### src/rtl/riscado_pkg.sv
// -----------------------------------------------------------------------------
// riscado_pkg
// Shared definitions for the riscado-v front end.
//   XLEN / INSTR_W    : datapath and instruction widths
//   RESET_PC_DEFAULT  : default PC loaded on reset
//   fetch_entry_t     : one (pc, instr) pair as handed to decode
//   word_align()      : clears the byte-offset bits of an address
// -----------------------------------------------------------------------------
package riscado_pkg;

  localparam int XLEN    = 32;
  localparam int INSTR_W = 32;

  localparam logic [XLEN-1:0] RESET_PC_DEFAULT = 32'h0000_0000;

  typedef struct packed {
    logic [XLEN-1:0]    pc;
    logic [INSTR_W-1:0] instr;
  } fetch_entry_t;

  localparam int FETCH_ENTRY_W = $bits(fetch_entry_t);

  function automatic logic [XLEN-1:0] word_align(input logic [XLEN-1:0] addr);
    return {addr[XLEN-1:2], 2'b00};
  endfunction

endpackage

### src/rtl/fetch_skid_buf.sv
// -----------------------------------------------------------------------------
// fetch_skid_buf
// Two-entry FIFO that absorbs the ROM's one-cycle read latency between the
// fetch PC logic and decode. Push and pop may happen in the same cycle; flush
// empties the buffer and overrides any push/pop in that cycle.
//
// Ports:
//   clk          in   clock, rising edge
//   i_srst       in   synchronous active-high reset
//   i_push       in   write i_push_data at the tail
//   i_push_data  in   W-bit entry to store
//   i_pop        in   drop the head entry
//   i_flush      in   discard all entries
//   o_count      out  number of valid entries (0..2)
//   o_head       out  head entry (meaningful while o_count != 0)
// -----------------------------------------------------------------------------
module fetch_skid_buf #(
  parameter int W = 64
) (
  input  logic         clk,
  input  logic         i_srst,
  input  logic         i_push,
  input  logic [W-1:0] i_push_data,
  input  logic         i_pop,
  input  logic         i_flush,
  output logic [1:0]   o_count,
  output logic [W-1:0] o_head
);

  logic [W-1:0] r_mem [2];
  logic         r_rd_ptr;
  logic         r_wr_ptr;
  logic [1:0]   r_count;

  logic         w_do_push;
  logic         w_do_pop;

  // The upstream issue rule keeps the buffer from overflowing; the full/empty
  // guards only keep the pointers coherent if that rule were ever broken.
  assign w_do_push = i_push & ~i_flush & (r_count != 2'd2);
  assign w_do_pop  = i_pop  & ~i_flush & (r_count != 2'd0);

  genvar gi;
  generate
    for (gi = 0; gi < 2; gi++) begin : g_entry
      always_ff @(posedge clk) begin
        if (i_srst) begin
          r_mem[gi] <= '0;
        end else if (w_do_push && (r_wr_ptr == 1'(gi))) begin
          r_mem[gi] <= i_push_data;
        end
      end
    end
  endgenerate

  always_ff @(posedge clk) begin
    if (i_srst || i_flush) begin
      r_rd_ptr <= 1'b0;
      r_wr_ptr <= 1'b0;
      r_count  <= 2'd0;
    end else begin
      if (w_do_push) begin
        r_wr_ptr <= ~r_wr_ptr;
      end
      if (w_do_pop) begin
        r_rd_ptr <= ~r_rd_ptr;
      end
      r_count <= r_count + {1'b0, w_do_push} - {1'b0, w_do_pop};
    end
  end

  // A push never lands on the head slot while it is occupied, so the head
  // stays stable while decode stalls.
  assign o_head  = r_mem[r_rd_ptr];
  assign o_count = r_count;

endmodule

### src/rtl/instr_fetch.sv
// -----------------------------------------------------------------------------
// instr_fetch
// Instruction fetch stage of the riscado-v core. Holds the PC, drives the
// synchronous instruction ROM and hands (pc, instr) pairs to decode over a
// valid/ready handshake. A redirect is issued in the same cycle it arrives,
// kills the response that lands in that cycle and flushes the skid buffer.
//
// Optional build macro: RISCADO_FETCH_FAULT_EN
//   defined   : PCs at or beyond 4*ROM_LEN raise a sticky fault and stop
//               issue; fault clears on redirect or reset.
//   undefined : fault tied low, no range check.
//
// Ports:
//   clk              in   clock, rising edge
//   reset            in   synchronous active-high reset
//   rom_enable       out  ROM read strobe
//   rom_address      out  ROM byte address (word aligned)
//   rom_writeEnable  out  tied 0
//   rom_dataIn       out  tied 0
//   rom_dataOut      in   ROM read data, valid the cycle after rom_enable
//   redirect_valid   in   load redirect_pc this cycle
//   redirect_pc      in   new fetch target (bits [1:0] ignored)
//   out_valid        out  instruction available to decode
//   out_ready        in   decode accepts this cycle
//   out_instr        out  instruction word
//   out_pc           out  address of out_instr
//   fault            out  fetch fault
// -----------------------------------------------------------------------------
module instr_fetch
  import riscado_pkg::*;
#(
  parameter logic [31:0] RESET_PC = RESET_PC_DEFAULT,
  parameter int unsigned ROM_LEN  = 10000
) (
  input  logic        clk,
  input  logic        reset,
  output logic        rom_enable,
  output logic [31:0] rom_address,
  output logic        rom_writeEnable,
  output logic [31:0] rom_dataIn,
  input  logic [31:0] rom_dataOut,
  input  logic        redirect_valid,
  input  logic [31:0] redirect_pc,
  output logic        out_valid,
  input  logic        out_ready,
  output logic [31:0] out_instr,
  output logic [31:0] out_pc,
  output logic        fault
);

  logic [XLEN-1:0] r_pc;
  logic [XLEN-1:0] r_resp_pc;
  logic            r_inflight;

  logic [1:0]      w_count;
  fetch_entry_t    w_head;
  fetch_entry_t    w_push_entry;
  logic            w_pop;
  logic            w_push;
  logic [2:0]      w_occupancy;
  logic            w_room;
  logic            w_fault_block;
  logic            w_issue;
  logic [XLEN-1:0] w_issue_addr;
  logic [XLEN-1:0] w_redirect_addr;
  logic            w_unused_ok;

  assign w_redirect_addr = word_align(redirect_pc);
  assign w_pop           = out_valid & out_ready;

  // Slots already claimed after this cycle's pop: buffered entries plus the
  // response still on its way from the ROM. Never negative since a pop
  // requires at least one buffered entry.
  assign w_occupancy = {1'b0, w_count} + {2'b00, r_inflight} - {2'b00, w_pop};
  assign w_room      = (w_occupancy < 3'd2);

`ifdef RISCADO_FETCH_FAULT_EN
  localparam logic [63:0] ROM_BYTES = 64'(ROM_LEN) * 64'd4;

  logic r_fault;
  logic w_oob;

  assign w_oob         = ({32'd0, r_pc} >= ROM_BYTES);
  assign w_fault_block = r_fault | w_oob;
  assign fault         = r_fault;

  always_ff @(posedge clk) begin
    if (reset) begin
      r_fault <= 1'b0;
    end else if (redirect_valid) begin
      r_fault <= 1'b0;
    end else if (w_oob) begin
      r_fault <= 1'b1;
    end
  end
`else
  assign w_fault_block = 1'b0;
  assign fault         = 1'b0;
`endif

  // A redirect always issues: the buffer is flushed and the arriving
  // response discarded, so room is guaranteed, and it also clears a fault.
  assign w_issue      = ~reset & (redirect_valid | (~w_fault_block & w_room));
  assign w_issue_addr = redirect_valid ? w_redirect_addr : r_pc;

  assign rom_enable      = w_issue;
  assign rom_address     = w_issue_addr;
  assign rom_writeEnable = 1'b0;
  assign rom_dataIn      = 32'd0;

  always_ff @(posedge clk) begin
    if (reset) begin
      r_pc       <= word_align(RESET_PC);
      r_resp_pc  <= '0;
      r_inflight <= 1'b0;
    end else begin
      r_inflight <= w_issue;
      if (w_issue) begin
        r_resp_pc <= w_issue_addr;
        r_pc      <= w_issue_addr + 32'd4;
      end
    end
  end

  // The response arriving in a redirect cycle belongs to the old stream.
  assign w_push       = r_inflight & ~redirect_valid;
  assign w_push_entry = '{pc: r_resp_pc, instr: rom_dataOut};

  fetch_skid_buf #(
    .W (FETCH_ENTRY_W)
  ) u_skid_buf (
    .clk         (clk),
    .i_srst      (reset),
    .i_push      (w_push),
    .i_push_data (w_push_entry),
    .i_pop       (w_pop),
    .i_flush     (redirect_valid),
    .o_count     (w_count),
    .o_head      (w_head)
  );

  assign out_valid = (w_count != 2'd0);
  assign out_instr = w_head.instr;
  assign out_pc    = w_head.pc;

  // Byte-offset bits of the redirect target and the ROM size (in the
  // unchecked build) are intentionally not consumed.
  assign w_unused_ok = &{1'b0, redirect_pc[1:0], ROM_LEN[0]};

endmodule

### config.mk
export PLATFORM = sky130hd
export DESIGN_NAME = instr_fetch
export DESIGN_NICKNAME = d
export VERILOG_FILES = /design/src/rtl/riscado_pkg.sv /design/src/rtl/fetch_skid_buf.sv /design/src/rtl/instr_fetch.sv
export SDC_FILE = /design/constraint.sdc
export NUM_CORES = 1
export LEC_CHECK = 0
export CORE_MARGIN = 4
export CORE_UTILIZATION = 51
export CTS_BUF_LIST = sky130_fd_sc_hd__clkbuf_8 sky130_fd_sc_hd__clkbuf_16
export CTS_CLUSTER_DIAMETER = 40
export CTS_CLUSTER_SIZE = 40
export DETAILED_ROUTE_END_ITERATION = 7
export GPL_TIMING_DRIVEN = 1
export PLACE_DENSITY = 0.88
export SETUP_SLACK_MARGIN = 0.05
export SYNTH_ARGS = -nofsm -noshare
export SYNTH_HDL_FRONTEND = slang
export SYNTH_SLANG_ARGS = --single-unit
export TNS_END_PERCENT = 1
### constraint.sdc
create_clock -name clk -period 10.9 [get_ports clk]
set_input_delay 3.27 -clock clk [delete_from_list [all_inputs] [get_ports clk]]
set_output_delay 3.27 -clock clk [all_outputs]
set_load 0.01 [all_outputs]
==> results of run 1 <==
registers in the layout (all words and copies together), names as in the netlist, named ones only:
name / flops
u_skid_buf.r_rd_ptr: 1
r_pc: 32
r_inflight: 1
u_skid_buf.r_wr_ptr: 1
r_resp_pc: 30
u_skid_buf.r_mem: 128
u_skid_buf.o_count: 2
synth_stat cells (16+ instances only):
cell      instances  area [µm²]
edfxtp_1        128        3840
mux2_2           71         800
dfxtp_1          68        1360
and3_1           67         419
and2_1           66         413
clkbuf_1         47         176
nor2_1           46         173
nand2_1          39         146
inv_1            36         135
buf_4            34         255
a211oi_1         28         210
nand3_1          25         125
mux2i_1          22         220
a21oi_1          16        80.1
cell usage in the layout (no fill, tap or decap), types with 7 or more instances in the layout:
cell,Yosys,final
clkdlybuf4s50_1,0,161
edfxtp_1,128,128
mux2_2,71,71
and3_1,67,67
and2_1,66,66
dfxtp_1,68,66
nor2_1,46,45
nand2_1,39,38
inv_1,36,37
conb_1,1,34
a211oi_1,28,28
nand3_1,25,25
mux2i_1,22,22
clkbuf_16,0,18
a21oi_1,16,16
xnor2_1,14,14
nor3_1,12,11
nand4_1,10,10
buf_4,34,10
nand3b_1,7,7
power by group:
group | switching, mW | internal [mW] | leakage (nW)
Clock | 0.279 | 0.354 | 0.293
Sequential | 0.0283 | 0.843 | 1.91
Combinational | 0.131 | 0.124 | 2.58
Total | 0.439 | 1.32 | 4.78
final timing paths:
path / startpoint / end / slack, ps / cells past startpoint
max reg2reg: u_skid_buf.o_count[1]$_SDFF_PP0_ / r_pc[30]$_SDFFE_PP0P_ / 7790 / 11
min: r_pc[7]$_SDFFE_PP0P_ / r_pc[7]$_SDFFE_PP0P_ / 480 / 2
max: out_ready / rom_enable / 1680 / 10
min reg2reg: r_pc[7]$_SDFFE_PP0P_ / r_pc[7]$_SDFFE_PP0P_ / 480 / 2
cells by family after synthesis:
group	Yosys count	share of synthesized area, %
other cells	1	0.0399
flops	196	55.4
xor+xnor	15	1.40
fa+ha+maj	5	0.746
mux	93	10.9
compound gates	92	7.24
buf+inv	129	6.76
simple gates	295	17.6
critical path, stage by stage:
cell and delay (ps):
clkdlybuf4s50_1 440, nand2_1 130, inv_1 60, ha_1 270, nor2b_1 140, fa_1 490, o21bai_4 170, nand2_1 210
inv_1 200, clkdlybuf4s50_1 570
area by class of cell:
type,instances,share of cell area [%]
multi-input combinational,534,31.9
tap,229,2.46
clock inverter,14,1.28
sequential,196,44.7
inverter,36,1.16
timing repair buffer,173,14.6
clock buffer,18,3.87
layer usage:
metal  vias to the layer above  part of all wire [%]  routed length, µm
li1                       3199                     -                  -
met1                      3199                    45               9540
met2                       242                    48              10300
met3                        16                   6.0               1290
met4                         0                  0.93                199
met5                         -                     0                  0
stage by stage:
stage | setup WS (ps) | total power, mW
2_1_floorplan | 2060 | 1.03
3_3_place_gp | 1720 | 1.13
3_5_place_dp | 1680 | 1.14
4_1_cts | 1670 | 1.77
5_1_grt | 1510 | 1.83
6_report | 1680 | 1.76
==> flow_summary.toml, run 1 <==
[clock_tree]
root_buffer = "clkbuf_16"
htree_levels = 4
cts_tree = "done"
cts_hold_buf = 0
cts_setup_buffers = 0
cts_buffers = 17
cts_sinks = 196
clk_pin_slew_ps = 70
clkLatencyLatePin_ps = 420
clk_path_buf_depth = 2
post_cts_resized = 0

[layout]
nets = 1031
final-seq-area_um2 = 5210
final_core_util_pct = 64.6
fill_cells = 1409
fin_cells = 1200
multi_input_area_um2 = 3720
design_area_um2 = 11600
num_antenna_cells = 0
layout-drive-gt1-share_pct = 13.3
syn_to_final_growth_pct = 23.9

[drt]
drc = 0
avgViaCountPerCell = 5.55
antenna_left = 0
drtIter0Drc = 368
firstDrtPassIters = 4
drt-total-wl_mm = 21.4
num_vias = 6656
routedWlPerCell_um = 17.8

[timing]
setup_viol = 0
tightestPinTransition_ps = 1220
fmax_mhz = 108
rsz0062_at_grt = "no"
timing.setup.tns_ps = 0
post-route-period-util_pct = 84.6
worst_clock_skew_ps = 9.33
fin_crit_ps = 9220
max_slew_margin_pct = 18.7
hold_viol = 0
whs_ps = 477
drv_slew = 0

[grt]
overflow = 0
use_met3_pct = 3.33
grt_pass1_wl_mm = 33.5
track_usage_pct = 20.5
grt_max_degree = 84
use_met2_pct = 33.4
gr-usage-met1_pct = 28.5
grt_pass1_vias = 6490
grt-busiest-layer = "met2"
grt_antenna_before_repair = 0

[status]
outcome = "finished, final reports clean"

[worst_setup_path]
worstPathRequired_ps = 7630
worstSetupPathType = "in -> out"
worst-endpoint-arrival_ps = 5950
crit_path_end_kind = "primary output"
start_kind = "primary input"
cp_max_fo = 7

[floorplanning]
die_w_um = 144
dieArea_um2 = 20700
rows = 49
pin_count = 200
core_um2 = 18000
start_util_pct = 52.1
die_y_um = 144

[place]
hpwl_mm = 13.5
io_buffers = 163
place_area_um2 = 11000
place_congestion = 0.836
dpl.cell_count = 1168

[power_and_ir_drop]
vdd_drop_max_v = 0.000116
p_per_area_nw_per_um2 = 151
p_leak_nw = 4.78

[logic_synthesis]
synthFlopType = "edfxtp_1"
syn_inst = 826
ys_seq_elements = 196
ys_seq_area_share_pct = 55.4
syn_avg_cell_area_um2 = 11.4
synth_cell_types = 56
synth_area_um2 = 9400
yosys_warnings = 0
async_flop_share_pct = 0
synth_edf_count = 128

[job]
maxCapViolCount = 0

[hold_path]
min_path_type = "reg -> reg"
(Power assumes the default switching activity.)
==> run 2, diff against run 1 <==
--- a/config.mk
+++ b/config.mk
@@ -6,13 +6,13 @@
 export NUM_CORES = 1
 export LEC_CHECK = 0
 export CORE_MARGIN = 4
-export CORE_UTILIZATION = 51
+export CORE_UTILIZATION = 46
 export CTS_BUF_LIST = sky130_fd_sc_hd__clkbuf_8 sky130_fd_sc_hd__clkbuf_16
 export CTS_CLUSTER_DIAMETER = 40
 export CTS_CLUSTER_SIZE = 40
 export DETAILED_ROUTE_END_ITERATION = 7
 export GPL_TIMING_DRIVEN = 1
-export PLACE_DENSITY = 0.88
+export PLACE_DENSITY = 0.84
 export SETUP_SLACK_MARGIN = 0.05
 export SYNTH_ARGS = -nofsm -noshare
 export SYNTH_HDL_FRONTEND = slang
==> constraint.sdc (replaced) <==
create_clock -name clk -period 8.17 [get_ports clk]
set_input_delay 2.451 -clock clk [delete_from_list [all_inputs] [get_ports clk]]
set_output_delay 2.451 -clock clk [all_outputs]
set_load 0.01 [all_outputs]
==> run 2 against run 1 <==
Net effect:
- utilization fell by 6.4 points
- global-route usage fell by 1.7 points
- worst setup slack got worse by 1100 ps
- first-iteration DRC count rose by 18%
- critical path type unchanged
- critical endpoint unchanged
==> flow_summary.toml, run 2 (synthesized netlist as in run 1, its figures left out) <==
[status]
outcome = "finished, final reports clean"

[worst_setup_path]
cp_max_fo = 7
cp_cell_sequence = "clkdlybuf4s50_1, nand2_1, inv_1, ha_1, nor2b_1, fa_1, o21bai_4, nand2_1, inv_1, clkdlybuf4s50_1"
slowest_delay_ps = 570
crit_slowest_cell = "clkdlybuf4s50_1"
reg2reg_depth = 11
worstSetupPathType = "in -> out"
r2r_end = "r_pc[30]$_SDFFE_PP0P_"
crit_path_end_kind = "primary output"
worstPathRequired_ps = 5720
crit_cells = 10
r2r_slack_ps = 5000
crit_family = "buffers and inverters"
crit_buf_inv = 4
worst-endpoint-arrival_ps = 5130
start_kind = "primary input"
reg2reg_from = "u_skid_buf.o_count[1]$_SDFF_PP0_"

[floorplanning]
start_util_pct = 46.6
die_y_um = 151
pin_count = 200
rows = 52
core_um2 = 20200
dieArea_um2 = 22800
die_w_um = 151

[place]
dpl.cell_count = 1213
place_congestion = 0.844
io_buffers = 163
hpwl_mm = 13.9

[clock_tree]
post_cts_resized = 0
clkLatencyLatePin_ps = 440
htree_levels = 4
cts_sinks = 196
cts_tree = "done"
root_buffer = "clkbuf_16"
clk_path_buf_depth = 2
cts_hold_buf = 0
cts_setup_buffers = 0
clk_pin_slew_ps = 70
cts_buffers = 17

[drt]
antenna_left = 0
avgViaCountPerCell = 5.33
drtIter0Drc = 435
num_vias = 6638
routedWlPerCell_um = 17.3
drt-total-wl_mm = 21.6
firstDrtPassIters = 5
drc = 0

[timing]
fmax_mhz = 132
worst_clock_skew_ps = 13.0
max_slew_margin_pct = 40.4
tightestPinTransition_ps = 894
post-route-period-util_pct = 92.8
hold_viol = 0
rsz0062_at_grt = "no"
setup_viol = 0
fin_crit_ps = 7590
timing.setup.tns_ps = 0
drv_slew = 0

[hold_path]
min_from = "r_pc[7]$_SDFFE_PP0P_"
hold_end = "r_pc[7]$_SDFFE_PP0P_"
worstHoldPathCells = 2
min_path_type = "reg -> reg"

[layout]
nets = 1035
largest_reg_flops = 128
final_core_util_pct = 58.2
syn_to_final_growth_pct = 24.9
layout_common_cells = "161 x clkdlybuf4s50_1, 128 x edfxtp_1, 71 x mux2_2"
reg_top3 = "u_skid_buf.r_mem (128), r_pc (32), r_resp_pc (30)"
fin_cells = 1245
layout-drive-gt1-share_pct = 13.8
regMostFlops = "u_skid_buf.r_mem"
final_common_cell = "clkdlybuf4s50_1"
num_antenna_cells = 0

[grt]
grt_pass1_wl_mm = 33.5
grt_pass1_vias = 6424
track_usage_pct = 18.8
grt_antenna_before_repair = 0
overflow = 0
grt_max_degree = 84

[power_and_ir_drop]
p_leak_nw = 4.81
p_per_area_nw_per_um2 = 202
vdd_drop_max_v = 0.000149

[job]
maxCapViolCount = 0
run 2: cell types whose count changed in the layout (fill, tap and decap cells not counted), sizes merged:
| cell | before | now |
|---|---|---|
| clkbuf | 18 | 17 |
| inv | 41 | 44 |
| buf | 12 | 16 |
| clkinvlp | 2 | 0 |
run 2: area by class of cell:
cell class / instances / area [µm²]
clock buffers: 17 / 425
clock inverters: 15 / 189
fillers: 1636 / 8430
inverters: 36 / 135
multi-input cells: 534 / 3720
flip-flops and latches: 196 / 5210
well taps: 270 / 338
repair buffers: 177 / 1730
run 2: how the worst max path moves through the flow:
stage                              start                                   end  slack (ps)
after floorplan           redirect_valid  u_skid_buf.r_mem[0][0]$_SDFFCE_PN0P_         150
after global placement         out_ready                            rom_enable         620
after detailed placement       out_ready                            rom_enable         600
after CTS                      out_ready                            rom_enable         580
after global routing           out_ready                            rom_enable         500
final                          out_ready                            rom_enable         580
run 2: stage by stage:
stage	area (µm²)	hold WS (ps)	setup slack (ps)	power [mW]
final	11700	477	584	2.37
after global routing	11700	494	497	2.47
after CTS	11700	478	577	2.39
after detailed placement	11100	466	595	1.53
after global placement	11100	453	616	1.52
after floorplan	9520	436	146	1.37
run 2: worst min-delay path, delay by kind of cell (launching register included):
family / cells / cell delay [ps]
compound gates: 1 / 50
flops: 1 / 320
simple gates: 1 / 60
run 2: layer usage:
layer	track usage, %	vias to the layer above	routed length [µm]
li1	-	3188	-
met1	25.0	3196	9190
met2	31.1	234	10500
met3	4.67	20	1680
met4	4.44	0	174
met5	0	-	0
run 2: power by group:
part | leakage (nW) | total [mW] | internal [mW] | switching [mW]
sequential | 1.91 | 1.16 | 1.12 | 0.0329
combinational | 2.60 | 0.348 | 0.167 | 0.180
clock | 0.302 | 0.867 | 0.467 | 0.399
